===== src/rtl/piso_rr_scheduler.sv =====
// rtl/piso_rr_scheduler.sv - round-robin arbiter feeding one parallel-in serial-out word serializer
module piso_rr_scheduler #(
   parameter  int NUM_REQ        = 2,
   parameter  int MAX_INPUT_SIZE = 5,
   parameter  int WORD_SIZE      = 16,
   localparam int SW             = $clog2(MAX_INPUT_SIZE + 1),
   localparam int IW             = $clog2(NUM_REQ)
) (
   input  logic                                                clk_i,
   input  logic                                                reset_n_i,
   input  logic [NUM_REQ-1:0]                                  req_valid_i,
   output logic [NUM_REQ-1:0]                                  req_ready_o,
   input  logic [NUM_REQ-1:0][MAX_INPUT_SIZE-1:0][WORD_SIZE-1:0] req_data_i,
   input  logic [NUM_REQ-1:0][SW-1:0]                          req_size_i,
   output logic                                                valid_o,
   input  logic                                                ready_i,
   output logic [WORD_SIZE-1:0]                                data_o,
   output logic [IW-1:0]                                       src_o,
   output logic                                                last_o
);

   typedef enum logic {eIDLE = 1'b0, eSERIAL = 1'b1} state_e;

   state_e                                   state_q, state_d;
   logic [IW-1:0]                            ptr_q, ptr_d;
   logic [SW-1:0]                            count_q, count_d;
   logic [SW-1:0]                            size_q, size_d;
   logic [IW-1:0]                            src_q, src_d;
   logic [MAX_INPUT_SIZE-1:0][WORD_SIZE-1:0] data_q, data_d;
   // Output hold registers: keep the last emitted word/source visible while idle,
   // independent of a later zero-size grant overwriting the buffer.
   logic [WORD_SIZE-1:0]                     dout_q, dout_d;
   logic [IW-1:0]                            src_hold_q, src_hold_d;

   logic          gnt_found;
   logic [IW-1:0] gnt_idx;
   int            scan_idx;
   logic [SW-1:0] gnt_size_raw;
   logic [SW-1:0] eff_size;
   logic          handshake;
   logic          accept;
   logic          is_last;

   // Round-robin search: first valid requester at or above ptr_q, wrapping around
   always_comb begin
      gnt_found = 1'b0;
      gnt_idx   = '0;
      scan_idx  = 0;
      for (int i = 0; i < NUM_REQ; i++) begin
         scan_idx = int'(ptr_q) + i;
         if (scan_idx >= NUM_REQ) begin
            scan_idx = scan_idx - NUM_REQ;
         end
         if (!gnt_found && req_valid_i[IW'(scan_idx)]) begin
            gnt_found = 1'b1;
            gnt_idx   = IW'(scan_idx);
         end
      end
   end

   // Handshake / clamp / word-position decode shared by FSM and datapath
   always_comb begin
      gnt_size_raw = req_size_i[gnt_idx];
      eff_size     = (gnt_size_raw > SW'(MAX_INPUT_SIZE)) ? SW'(MAX_INPUT_SIZE) : gnt_size_raw;
      handshake    = (state_q == eIDLE) && gnt_found;
      accept       = (state_q == eSERIAL) && ready_i;
      is_last      = (count_q == (size_q - SW'(1)));
   end

   // FSM state register
   always_ff @(posedge clk_i or negedge reset_n_i) begin
      if (!reset_n_i) begin
         state_q <= eIDLE;
      end else begin
         state_q <= state_d;
      end
   end

   // FSM next-state: zero-size grants are consumed without leaving eIDLE
   always_comb begin
      state_d = state_q;
      case (state_q)
         eIDLE:   if (handshake && (eff_size != '0)) state_d = eSERIAL;
         eSERIAL: if (accept && is_last)             state_d = eIDLE;
         default: state_d = eIDLE;
      endcase
   end

   // FSM outputs: one-hot grant while idle, serializer view while serial
   always_comb begin
      req_ready_o = '0;
      valid_o     = 1'b0;
      last_o      = 1'b0;
      data_o      = dout_q;
      src_o       = src_hold_q;
      case (state_q)
         eIDLE: begin
            if (gnt_found && reset_n_i) begin
               req_ready_o[gnt_idx] = 1'b1;
            end
         end
         eSERIAL: begin
            valid_o = 1'b1;
            data_o  = data_q[count_q];
            src_o   = src_q;
            last_o  = is_last;
         end
         default: ;
      endcase
   end

   // Datapath next-state: capture on grant, step on downstream accept
   always_comb begin
      ptr_d      = ptr_q;
      count_d    = count_q;
      size_d     = size_q;
      src_d      = src_q;
      data_d     = data_q;
      dout_d     = dout_q;
      src_hold_d = src_hold_q;
      if (handshake) begin
         data_d  = req_data_i[gnt_idx];
         size_d  = eff_size;
         src_d   = gnt_idx;
         count_d = '0;
         ptr_d   = (gnt_idx == IW'(NUM_REQ - 1)) ? '0 : gnt_idx + IW'(1);
      end
      if (state_q == eSERIAL) begin
         dout_d     = data_q[count_q];
         src_hold_d = src_q;
      end
      if (accept) begin
         count_d = count_q + SW'(1);
      end
   end

   // Datapath registers, cleared asynchronously so a vector in flight is abandoned
   always_ff @(posedge clk_i or negedge reset_n_i) begin
      if (!reset_n_i) begin
         ptr_q      <= '0;
         count_q    <= '0;
         size_q     <= '0;
         src_q      <= '0;
         data_q     <= '0;
         dout_q     <= '0;
         src_hold_q <= '0;
      end else begin
         ptr_q      <= ptr_d;
         count_q    <= count_d;
         size_q     <= size_d;
         src_q      <= src_d;
         data_q     <= data_d;
         dout_q     <= dout_d;
         src_hold_q <= src_hold_d;
      end
   end

endmodule


===== config.mk =====
export PLATFORM = sky130hd
export DESIGN_NAME = piso_rr_scheduler
export DESIGN_NICKNAME = d
export VERILOG_FILES = /design/src/rtl/piso_rr_scheduler.sv
export SDC_FILE = /design/constraint.sdc
export NUM_CORES = 1
export LEC_CHECK = 0
export CAP_MARGIN = 30
export CELL_PAD_IN_SITES_DETAIL_PLACEMENT = 0
export CELL_PAD_IN_SITES_GLOBAL_PLACEMENT = 1
export CORE_ASPECT_RATIO = 2
export CORE_MARGIN = 3
export CORE_UTILIZATION = 30
export DETAILED_ROUTE_END_ITERATION = 10
export PLACE_DENSITY_LB_ADDON = 0.1
export SLEW_MARGIN = 40
export SYNTH_ARGS = -nofsm -noshare
export SYNTH_HDL_FRONTEND = slang
export SYNTH_SLANG_ARGS = --single-unit

===== constraint.sdc =====
create_clock -name clk_i -period 1.4 [get_ports clk_i]
set_input_delay 0.21 -clock clk_i [delete_from_list [all_inputs] [get_ports clk_i]]
set_output_delay 0.21 -clock clk_i [all_outputs]
set_load 0.005 [all_outputs]

==> impl_metrics.py, run 1 <==
metrics = {
    "outcome": {
        "status": "finished with violations",
        "violations": "hold timing, setup timing",
    },
    "setup_path": {
        "critical-path-top-delay-family": "multiplexers",
        "r2r_slack_ps": -270,
        "cp-end-kind": "output port",
        "criticalPathCategory": "register to output port",
        "max_stage_delay_ps": 500,
        "worst_ep_required_time_ps": 1190,
        "crit_path_top_delay_cell": "mux4_2",
        "worstPathCellList": "buf_6, buf_6, mux4_2, a22oi_2, a21oi_2, buf_2",
        "setup.worst_path.start_class": "register",
        "cp_common_cell": "buf_6",
        "rr_worst_depth": 6,
        "crit_arrival_ps": 1930,
        "r2r-end": "dout_q[3]",
        "path_buf_inv": 3,
        "timing.rr.start": "count_q[0]",
        "crit_fanout": 7,
    },
    "clock_network": {
        "clk_path_buf_depth": 2,
        "cts_tree": "built",
        "clk_pin_slew_ps": 80,
        "clk-insertion-delay-late_ps": 350,
        "cts_made_buffers": 9,
        "root_buffer": "clkbuf_16",
        "h-tree-depth": 3,
        "numClockSinks": 106,
    },
    "logic_synthesis": {
        "synth_cell_type_count": 37,
        "synth_seq_area_share_pct": 49.3,
        "ys_ff_latch": 106,
        "synth_area_leaders": "dfrtp_1, mux2i_1, o21ai_0",
        "synth_nets": 666,
        "syn_area_mm2": 0.00539,
        "ys.flop_type": "dfrtp_1",
        "async_flop_share_pct": 100,
        "yosys.area.top_type": "dfrtp_1",
        "synth_edf_count": 0,
        "yosysTopAreaCellShare_pct": 49.3,
        "netlist_instances": 493,
        "avgSynthCellArea_um2": 10.9,
        "yosysWarnings": 0,
    },
    "sta": {
        "finalClockSkew_ps": 12.5,
        "drv_slew": 0,
        "rsz0062_at_grt": "true",
        "setup_ws_ps": -736,
        "setup_violations": 124,
        "min_period_over_period_pct": 153,
        "tightest_slew_ps": 596,
        "slew-limit-headroom_pct": 60.2,
        "hold_slack_ps": -39.3,
        "fin_crit_ps": 2140,
        "max_freq_ghz": 0.468,
        "hold_viol": 32,
    },
    "grt": {
        "antenna_found_initial": 0,
        "grt_pass1_wl_um": 29300,
        "track_usage_pct": 19.5,
        "grt_overflow": 0,
        "grt_pass1_vias": 5279,
        "grt_max_degree": 103,
    },
    "final_layout": {
        "n_antenna_cell": 0,
        "nets": 932,
        "area_delta_synth_final_pct": 82.6,
        "final_cell_count_no_fill": 974,
        "drive_above_1_share_pct": 44.8,
    },
    "route": {
        "drc": 0,
        "ant_nets": 0,
        "drtIter0Drc": 150,
        "via_count": 4873,
        "drtPass1Iterations": 4,
        "wl_per_cell_um": 19.8,
        "totalWireLength_um": 19300,
        "via_per_inst": 5.00,
    },
    "place": {
        "dp_hpwl_um": 12500,
        "port_buffers": 190,
        "dp.cells": 898,
        "dp_slack_ps": -707,
        "place_congestion": 0.801,
    },
    "die": {
        "fp.dieArea_mm2": 0.0197,
        "start_util_pct": 30.9,
        "die_w_um": 101,
        "core_mm2": 0.0174,
        "die_y_um": 195,
        "io_pins": 192,
        "rows": 68,
    },
    "power": {
        "p_leak_nw": 4.38,
        "powerDensity_mw_per_mm2": 2100,
        "irDropWorstVdd_mv": 0.815,
    },
    "worst_hold_path": {
        "hold_class": "input port to async pin",
    },
    "job": {
        "maxCapViolations": 0,
    },
}
==> final cells by class <==
cell class | count | area (µm²)
multi-input combinational | 343 | 3300
tap | 210 | 263
timing repair buffer | 295 | 3310
sequential | 106 | 2660
clock inverter | 6 | 48.8
fill | 1492 | 7610
inverter | 4 | 15.0
clock buffer | 10 | 239
==> worst max path at each step <==
stage                      end  slack (ps)  cells after the start  startpoint
CTS                 data_o[11]        -790                      6  count_q[0]
global route        data_o[15]        -830                      6  count_q[0]
global placement    data_o[15]        -660                      5  count_q[0]
detailed placement  data_o[15]        -710                      5  count_q[0]
floorplan            data_o[9]        -130                      4  count_q[0]
finish              data_o[11]        -740                      6  count_q[0]
==> cell usage in the layout (no fill, tap or decap), types with 2 or more instances in the layout <==
cell type,netlist,final
a21oi_2,0,17
a22oi_2,0,16
clkbuf_16,0,10
mux2i_2,0,3
o21ai_1,0,28
inv_1,3,3
mux4_2,10,16
o21ai_2,0,53
buf_4,6,47
buf_16,0,21
buf_12,0,13
mux2i_1,82,79
mux2_4,1,2
clkdlybuf4s50_1,0,168
buf_6,7,21
nand2_4,0,49
buf_2,16,20
clkinvlp_4,0,2
buf_8,0,2
nand2_2,0,34
dfrtp_1,106,104
and4b_1,2,2
nand2_1,87,4
nor2_1,17,17
==> what timing repair did <==
action,4_1_cts,5_1_grt
pin swaps,112,41
hold buffers,1,0
endpoints found under the setup margin,118,124
gates resized for setup,358,107
buffers inserted,34,16
hold endpoints to repair,4,0
cloned,21,1
==> registers in the layout (all words and copies together), names as in the netlist <==
name        flops
state_q         1
count_q         3
src_hold_q      1
size_q          3
data_q         80
src_q           1
ptr_q           1
dout_q         16
==> synth_stat cells, drive strengths merged, types with 2 or more instances <==
library cell  instances
dfrtp               106
a211oi                2
and4b                 2
mux2                  2
buf                  29
clkbuf               11
nor2                 17
mux4                 16
mux2i                82
nand2                87
a21oi                18
xor2                  2
nor3b                 2
inv                   3
o21ai                82
ha                    2
a22oi                16
==> cell families (layout without fill, tap and decap cells) <==
logic type | after synthesis | in the layout | synth area share (%)
AOI/OAI and AO/OA | 124 | 124 | 12.8
xor gates and xnor gates | 4 | 4 | 0.906
adders and majority gates | 2 | 2 | 0.465
buffers and inverters | 44 | 315 | 4.83
DFF | 106 | 106 | 49.3
muxes | 100 | 100 | 22.8
and+or+nand+nor | 113 | 113 | 8.90
==> through the flow <==
stage                     setup TNS (ps)  hold WS (ps)  instance area, µm²  power (mW)  utilization [%]
after floorplan                    -2490         -85.6                5390        9.98                -
after global placement            -23750           209                7730        13.4             44.3
after detailed placement          -25120           216                7730        13.6             44.3
after CTS                         -24480          24.5                9370        19.5             53.7
after global routing              -29600          8.78                9830        21.9             56.4
final                             -23440         -39.3                9830        20.6             56.4
==> where the power goes <==
group	total, mW	switching [mW]	internal [mW]
Combinational	12.2	5.21	6.98
Sequential	5.99	1.42	4.57
Clock	2.45	1.18	1.28
Total	20.6	7.81	12.8
==> per-layer routing <==
layer | GRT usage (%) | up-vias | share of wire [%]
met5 | 0 | - | 0
met4 | 6.65 | 0 | 2.3
met3 | 2.72 | 22 | 4.0
met2 | 35.6 | 134 | 56
met1 | 22.7 | 2401 | 38
li1 | - | 2316 | -
Note: power is estimated with default switching activity, not from simulation.
==> inputs of run 2 (changes only) <==
CORE_MARGIN = not set   (was 3)
GPL_TIMING_DRIVEN = 1   (was not set)
==> run 2 against run 1 <==
Effect of this change:
- the flow finishes with violations (setup timing)
- clock power up 8.6%
- via count is 2.6% lower
- routed wire length shrank 7.1%
- critical endpoint is now data_o[15]
- register-to-register slack lost 90 ps
==> impl_metrics.py, run 2 (synthesis results as in run 1) <==
metrics = {
    "outcome": {
        "status": "finished with violations",
        "violations": "setup timing",
    },
    "sta": {
        "rsz0062_at_grt": "true",
        "finalClockSkew_ps": 8.25,
        "tightest_slew_ps": 429,
        "slew-limit-headroom_pct": 71.4,
        "hold_viol": 0,
        "fin_crit_ps": 2140,
        "drv_slew": 0,
        "setup_ws_ps": -742,
        "min_period_over_period_pct": 153,
        "max_freq_ghz": 0.467,
        "setup_violations": 87,
    },
    "power": {
        "p_leak_nw": 4.08,
        "power_mw": 19.1,
        "powerDensity_mw_per_mm2": 2110,
        "irDropWorstVdd_mv": 0.921,
    },
    "route": {
        "drc": 0,
        "ant_nets": 0,
        "via_count": 4744,
        "wl_per_cell_um": 18.5,
        "drtIter0Drc": 183,
        "drtPass1Iterations": 4,
        "via_per_inst": 4.90,
        "totalWireLength_um": 17900,
    },
    "setup_path": {
        "crit_fanout": 6,
        "timing.rr.start": "count_q[0]",
        "worst_ep_required_time_ps": 1190,
        "crit_arrival_ps": 1930,
        "r2r_slack_ps": -360,
        "cp-end-kind": "output port",
        "rr_worst_depth": 9,
        "criticalPathCategory": "register to output port",
        "r2r-end": "state_q",
        "setup.worst_path.start_class": "register",
    },
    "die": {
        "start_util_pct": 30.4,
        "die_y_um": 191,
        "io_pins": 192,
        "rows": 69,
        "die_w_um": 96.7,
        "core_mm2": 0.0177,
        "fp.dieArea_mm2": 0.0185,
    },
    "final_layout": {
        "drive_above_1_share_pct": 31.0,
        "final_common_cell": "clkdlybuf4s50_1",
        "layout_common_cells": "clkdlybuf4s50_1, dfrtp_1, mux2i_1",
        "final_cell_count_no_fill": 968,
        "area_delta_synth_final_pct": 68.1,
        "regMostFlops": "data_q",
        "nets": 923,
        "largest_reg_flops": 80,
        "largestRegisters": "data_q: 80 flops, dout_q: 16 flops",
        "n_antenna_cell": 0,
    },
    "clock_network": {
        "cts_made_buffers": 9,
        "clk-insertion-delay-late_ps": 350,
        "numClockSinks": 106,
        "root_buffer": "clkbuf_16",
        "clk_path_buf_depth": 2,
        "h-tree-depth": 3,
        "clk_pin_slew_ps": 70,
        "cts_tree": "built",
    },
    "grt": {
        "grt_overflow": 0,
        "track_usage_pct": 18.4,
        "grt_max_degree": 78,
        "grt_pass1_wl_um": 26200,
        "antenna_found_initial": 0,
        "grt_pass1_vias": 4849,
    },
    "place": {
        "dp_hpwl_um": 12100,
        "dp.cells": 893,
        "place_congestion": 0.742,
        "port_buffers": 190,
    },
    "job": {
        "maxCapViolations": 0,
    },
    "worst_hold_path": {
        "hold_class": "input port to async pin",
    },
}
run 2: per-layer routing:
metal / GRT usage (%) / routed length [µm] / share of wire, % / vias to the layer above
met2: 33.5 / 9780 / 55 / 135
met4: 6.31 / 402 / 2.2 / 0
met5: 0 / 0 / 0 / -
li1: - / - / - / 2282
met3: 2.93 / 627 / 3.5 / 22
met1: 21.8 / 7120 / 40 / 2305
run 2: stage by stage:
stage                     setup WS (ps)  setup TNS, ps  hold WS (ps)  utilization (%)  instance area (µm²)
after global routing               -806         -21190           333             51.1                 9050
after floorplan                    -130          -2490         -85.6                -                 5390
after CTS                          -767         -17680           342             48.7                 8630
final                              -742         -16210           330             51.1                 9050
after global placement             -702         -34720          35.7             43.5                 7700
after detailed placement           -761         -37280          36.4             43.5                 7700
run 2: worst max path at each step:
stage          slack, ps  cells past startpoint          to  startpoint
4_1_cts             -770                      5  data_o[14]  count_q[0]
3_5_place_dp        -760                      5  data_o[15]  count_q[0]
3_3_place_gp        -700                      5  data_o[15]  count_q[0]
2_1_floorplan       -130                      4   data_o[9]  count_q[0]
6_report            -740                      6  data_o[15]  count_q[0]
5_1_grt             -810                      6  data_o[15]  count_q[0]
run 2: what timing repair did:
action,CTS,global route
endpoints found under the setup margin,106,99
buffers inserted,59,20
hold endpoints to repair,106,0
hold buffers,1,0
resized for setup,147,135
pin swaps,32,41
gates cloned,5,10
run 2: area by class of cell:
class                           count  area, µm²
Clock inverter                      7       86.3
Inverter                            4       15.0
Multi-Input combinational cell    343       2760
Tap cell                          213        267
Fill cell                        1584       8650
Sequential cell                   106       2660
Timing Repair Buffer              286       3040
Clock buffer                        9        225
run 2: critical path: stages, from the launching register on:
cell	delay, ps
dfrtp_2	430
buf_6	160
buf_6	100
mux4_2	490
a22oi_2	190
a21oi_2	90
buf_2	130
run 2: report_power, final:
part	internal, mW	total, mW	switching [mW]	leakage (nW)
clock	1.43	2.66	1.23	0.150
sequential	4.57	5.60	1.02	1.30
combinational	6.17	10.8	4.64	2.62
==> inputs of run 3 (changes only) <==
ABC_AREA = 0   (was not set)
TNS_END_PERCENT = 10   (was not set)
==> run 3 against run 2 <==
Effect of this change:
- the run still ends with setup timing left
- first-iteration DRC count decreased by 28%
- die area unchanged
- flip-flop and latch count unchanged
- global-route usage decreased by 1.3 points
- hold slack got worse by 100 ps
- via count decreased by 6.0%
- highest routed layer unchanged
- cell area decreased by 5.2%
- utilization decreased by 2.7 points
- clock power about the same
- total power decreased by 5.4%
- routed wire length decreased by 14%
- register-to-register slack got worse by 260 ps
==> impl_metrics.py, run 3 (synthesis results as in run 1) <==
metrics = {
    "outcome": {
        "status": "finished with violations",
        "violations": "setup timing",
    },
    "final_layout": {
        "n_antenna_cell": 0,
        "final_common_cell": "clkdlybuf4s50_1",
        "drive_above_1_share_pct": 25.9,
        "nets": 905,
        "area_delta_synth_final_pct": 59.3,
        "fillers": 1659,
        "stdcell_area_mm2": 0.00858,
        "multi_input_area_mm2": 0.00268,
        "post-route-util_pct": 48.5,
        "largestRegisters": "data_q: 80 flops, dout_q: 16 flops",
        "seqCellArea_mm2": 0.00266,
        "largest_reg_flops": 80,
        "regMostFlops": "data_q",
        "layout_common_cells": "clkdlybuf4s50_1, dfrtp_1, nand2_1",
    },
    "die": {
        "io_pins": 192,
        "fp.dieArea_mm2": 0.0185,
        "rows": 69,
        "die_w_um": 96.7,
        "start_util_pct": 30.4,
        "core_mm2": 0.0177,
        "die_y_um": 191,
    },
    "job": {
        "maxCapViolations": 0,
    },
    "route": {
        "via_count": 4460,
        "drc": 0,
        "via_per_inst": 4.69,
        "drtPass1Iterations": 4,
        "drtIter0Drc": 132,
        "wl_per_cell_um": 16.3,
        "ant_nets": 0,
        "totalWireLength_um": 15500,
    },
    "place": {
        "port_buffers": 190,
        "dp_slack_ps": -713,
        "place_congestion": 0.791,
        "dp_hpwl_um": 11800,
        "placed_cell_area_mm2": 0.00777,
    },
    "clock_network": {
        "h-tree-depth": 3,
        "clk_path_buf_depth": 2,
        "cts_tree": "built",
        "clk-insertion-delay-late_ps": 350,
        "numClockSinks": 106,
        "root_buffer": "clkbuf_16",
        "clk_pin_slew_ps": 70,
        "cts_made_buffers": 9,
    },
    "power": {
        "seqPwrFrac_pct": 30.9,
        "p_int_mw": 11.6,
        "clkPwrFrac_pct": 14.9,
        "power_mw": 18.0,
        "comb_power_share_pct": 54.2,
        "switching_share_pct": 35.6,
        "p_leak_nw": 3.81,
        "irDropWorstVdd_mv": 0.822,
        "powerDensity_mw_per_mm2": 2100,
        "p_sw_mw": 6.42,
    },
    "grt": {
        "grt_max_degree": 105,
        "antenna_found_initial": 0,
        "grt_pass1_vias": 4601,
        "grt_pass1_wl_um": 24500,
        "grt_overflow": 0,
        "track_usage_pct": 17.1,
    },
    "sta": {
        "finalClockSkew_ps": 7.86,
        "slew-limit-headroom_pct": 60.8,
        "hold_viol": 0,
        "hold_slack_ps": 228,
        "setup_violations": 37,
        "fin_crit_ps": 2100,
        "drv_slew": 0,
        "min_period_over_period_pct": 150,
        "setup_ws_ps": -700,
        "tightest_slew_ps": 588,
        "max_freq_ghz": 0.476,
        "rsz0062_at_grt": "true",
    },
    "setup_path": {
        "worst_ep_required_time_ps": 1190,
        "worstPathCellList": "buf_6, buf_4, mux4_2, a22oi_2, a21oi_2, buf_2",
        "cp-end-kind": "output port",
        "crit_path_top_delay_cell": "mux4_2",
        "max_stage_delay_ps": 500,
        "critical-path-top-delay-family": "multiplexers",
        "criticalPathCategory": "register to output port",
        "path_buf_inv": 3,
        "setup.worst_path.start_class": "register",
        "crit_arrival_ps": 1890,
        "crit_fanout": 5,
    },
    "worst_hold_path": {
        "hold_class": "input port to async pin",
    },
}
-- run 3: cell count changes in the layout (fill, tap and decap cells not counted), moves of 5 or more --
| cell | previous run | this run |
|---|---|---|
| o21ai_1 | 50 | 28 |
| clkbuf_16 | 18 | 9 |
| mux2i_1 | 76 | 65 |
| nand2_1 | 64 | 84 |
| mux2i_2 | 5 | 17 |
| nand2_2 | 22 | 3 |
| o21ai_2 | 12 | 0 |
| buf_6 | 24 | 19 |
| o21ai_0 | 20 | 54 |
-- run 3: final cells by class --
class | count | area share [%]
multi-input cells | 343 | 31.2
flip-flops and latches | 106 | 31.0
repair buffers | 268 | 30.8
well taps | 213 | 3.11
clock buffers | 9 | 2.63
clock inverters | 7 | 1.08
inverters | 4 | 0.175
-- run 3: timing repair --
action                                  4_1_cts  5_1_grt
hold endpoints to repair                      2        0
hold buffers                                  2        0
setup buffers                                29        1
endpoints found under the setup margin      120      120
pin swaps                                    34       19
gates resized for setup                     139       63
gates cloned                                  1        0
-- run 3: metal layers --
| layer | vias up | share of wire [%] | global-route usage [%] |
|---|---|---|---|
| met4 | 0 | 1.3 | 5.68 |
| met5 | - | 0 | 0 |
| li1 | 2241 | - | - |
| met2 | 133 | 53 | 30.1 |
| met1 | 2075 | 41 | 21.1 |
| met3 | 11 | 4.4 | 2.96 |
-- run 3: final timing paths --
path / slack (ps) / depth (start not counted) / start / endpoint
setup / recovery: -700 / 6 / count_q[0] / data_o[14]
hold reg to reg: 480 / 2 / data_q[17] / data_q[17]
max in group asynchronous: 370 / 3 / reset_n_i / ptr_q
setup reg to reg: -620 / 10 / count_q[0] / dout_q[4]
min in group clk_i: 480 / 2 / data_q[17] / data_q[17]
hold / removal: 230 / 2 / reset_n_i / src_hold_q
-- run 3: per-stage QoR --
stage | std cells | setup TNS, ps
floorplan | 493 | -2700
global route | 950 | -18250
global placement | 904 | -37840
CTS | 950 | -16280
detailed placement | 904 | -40410
finish | 950 | -14070
-- run 3: power groups by stage --
stage               logic, mW  registers, mW  clock network [mW]
CTS                      9.59           5.57                2.76
detailed placement       8.17           5.55                   0
global route             10.8           5.74                2.89
floorplan                4.90           5.08                   0
finish                   9.77           5.58                2.69
global placement         7.98           5.58                   0
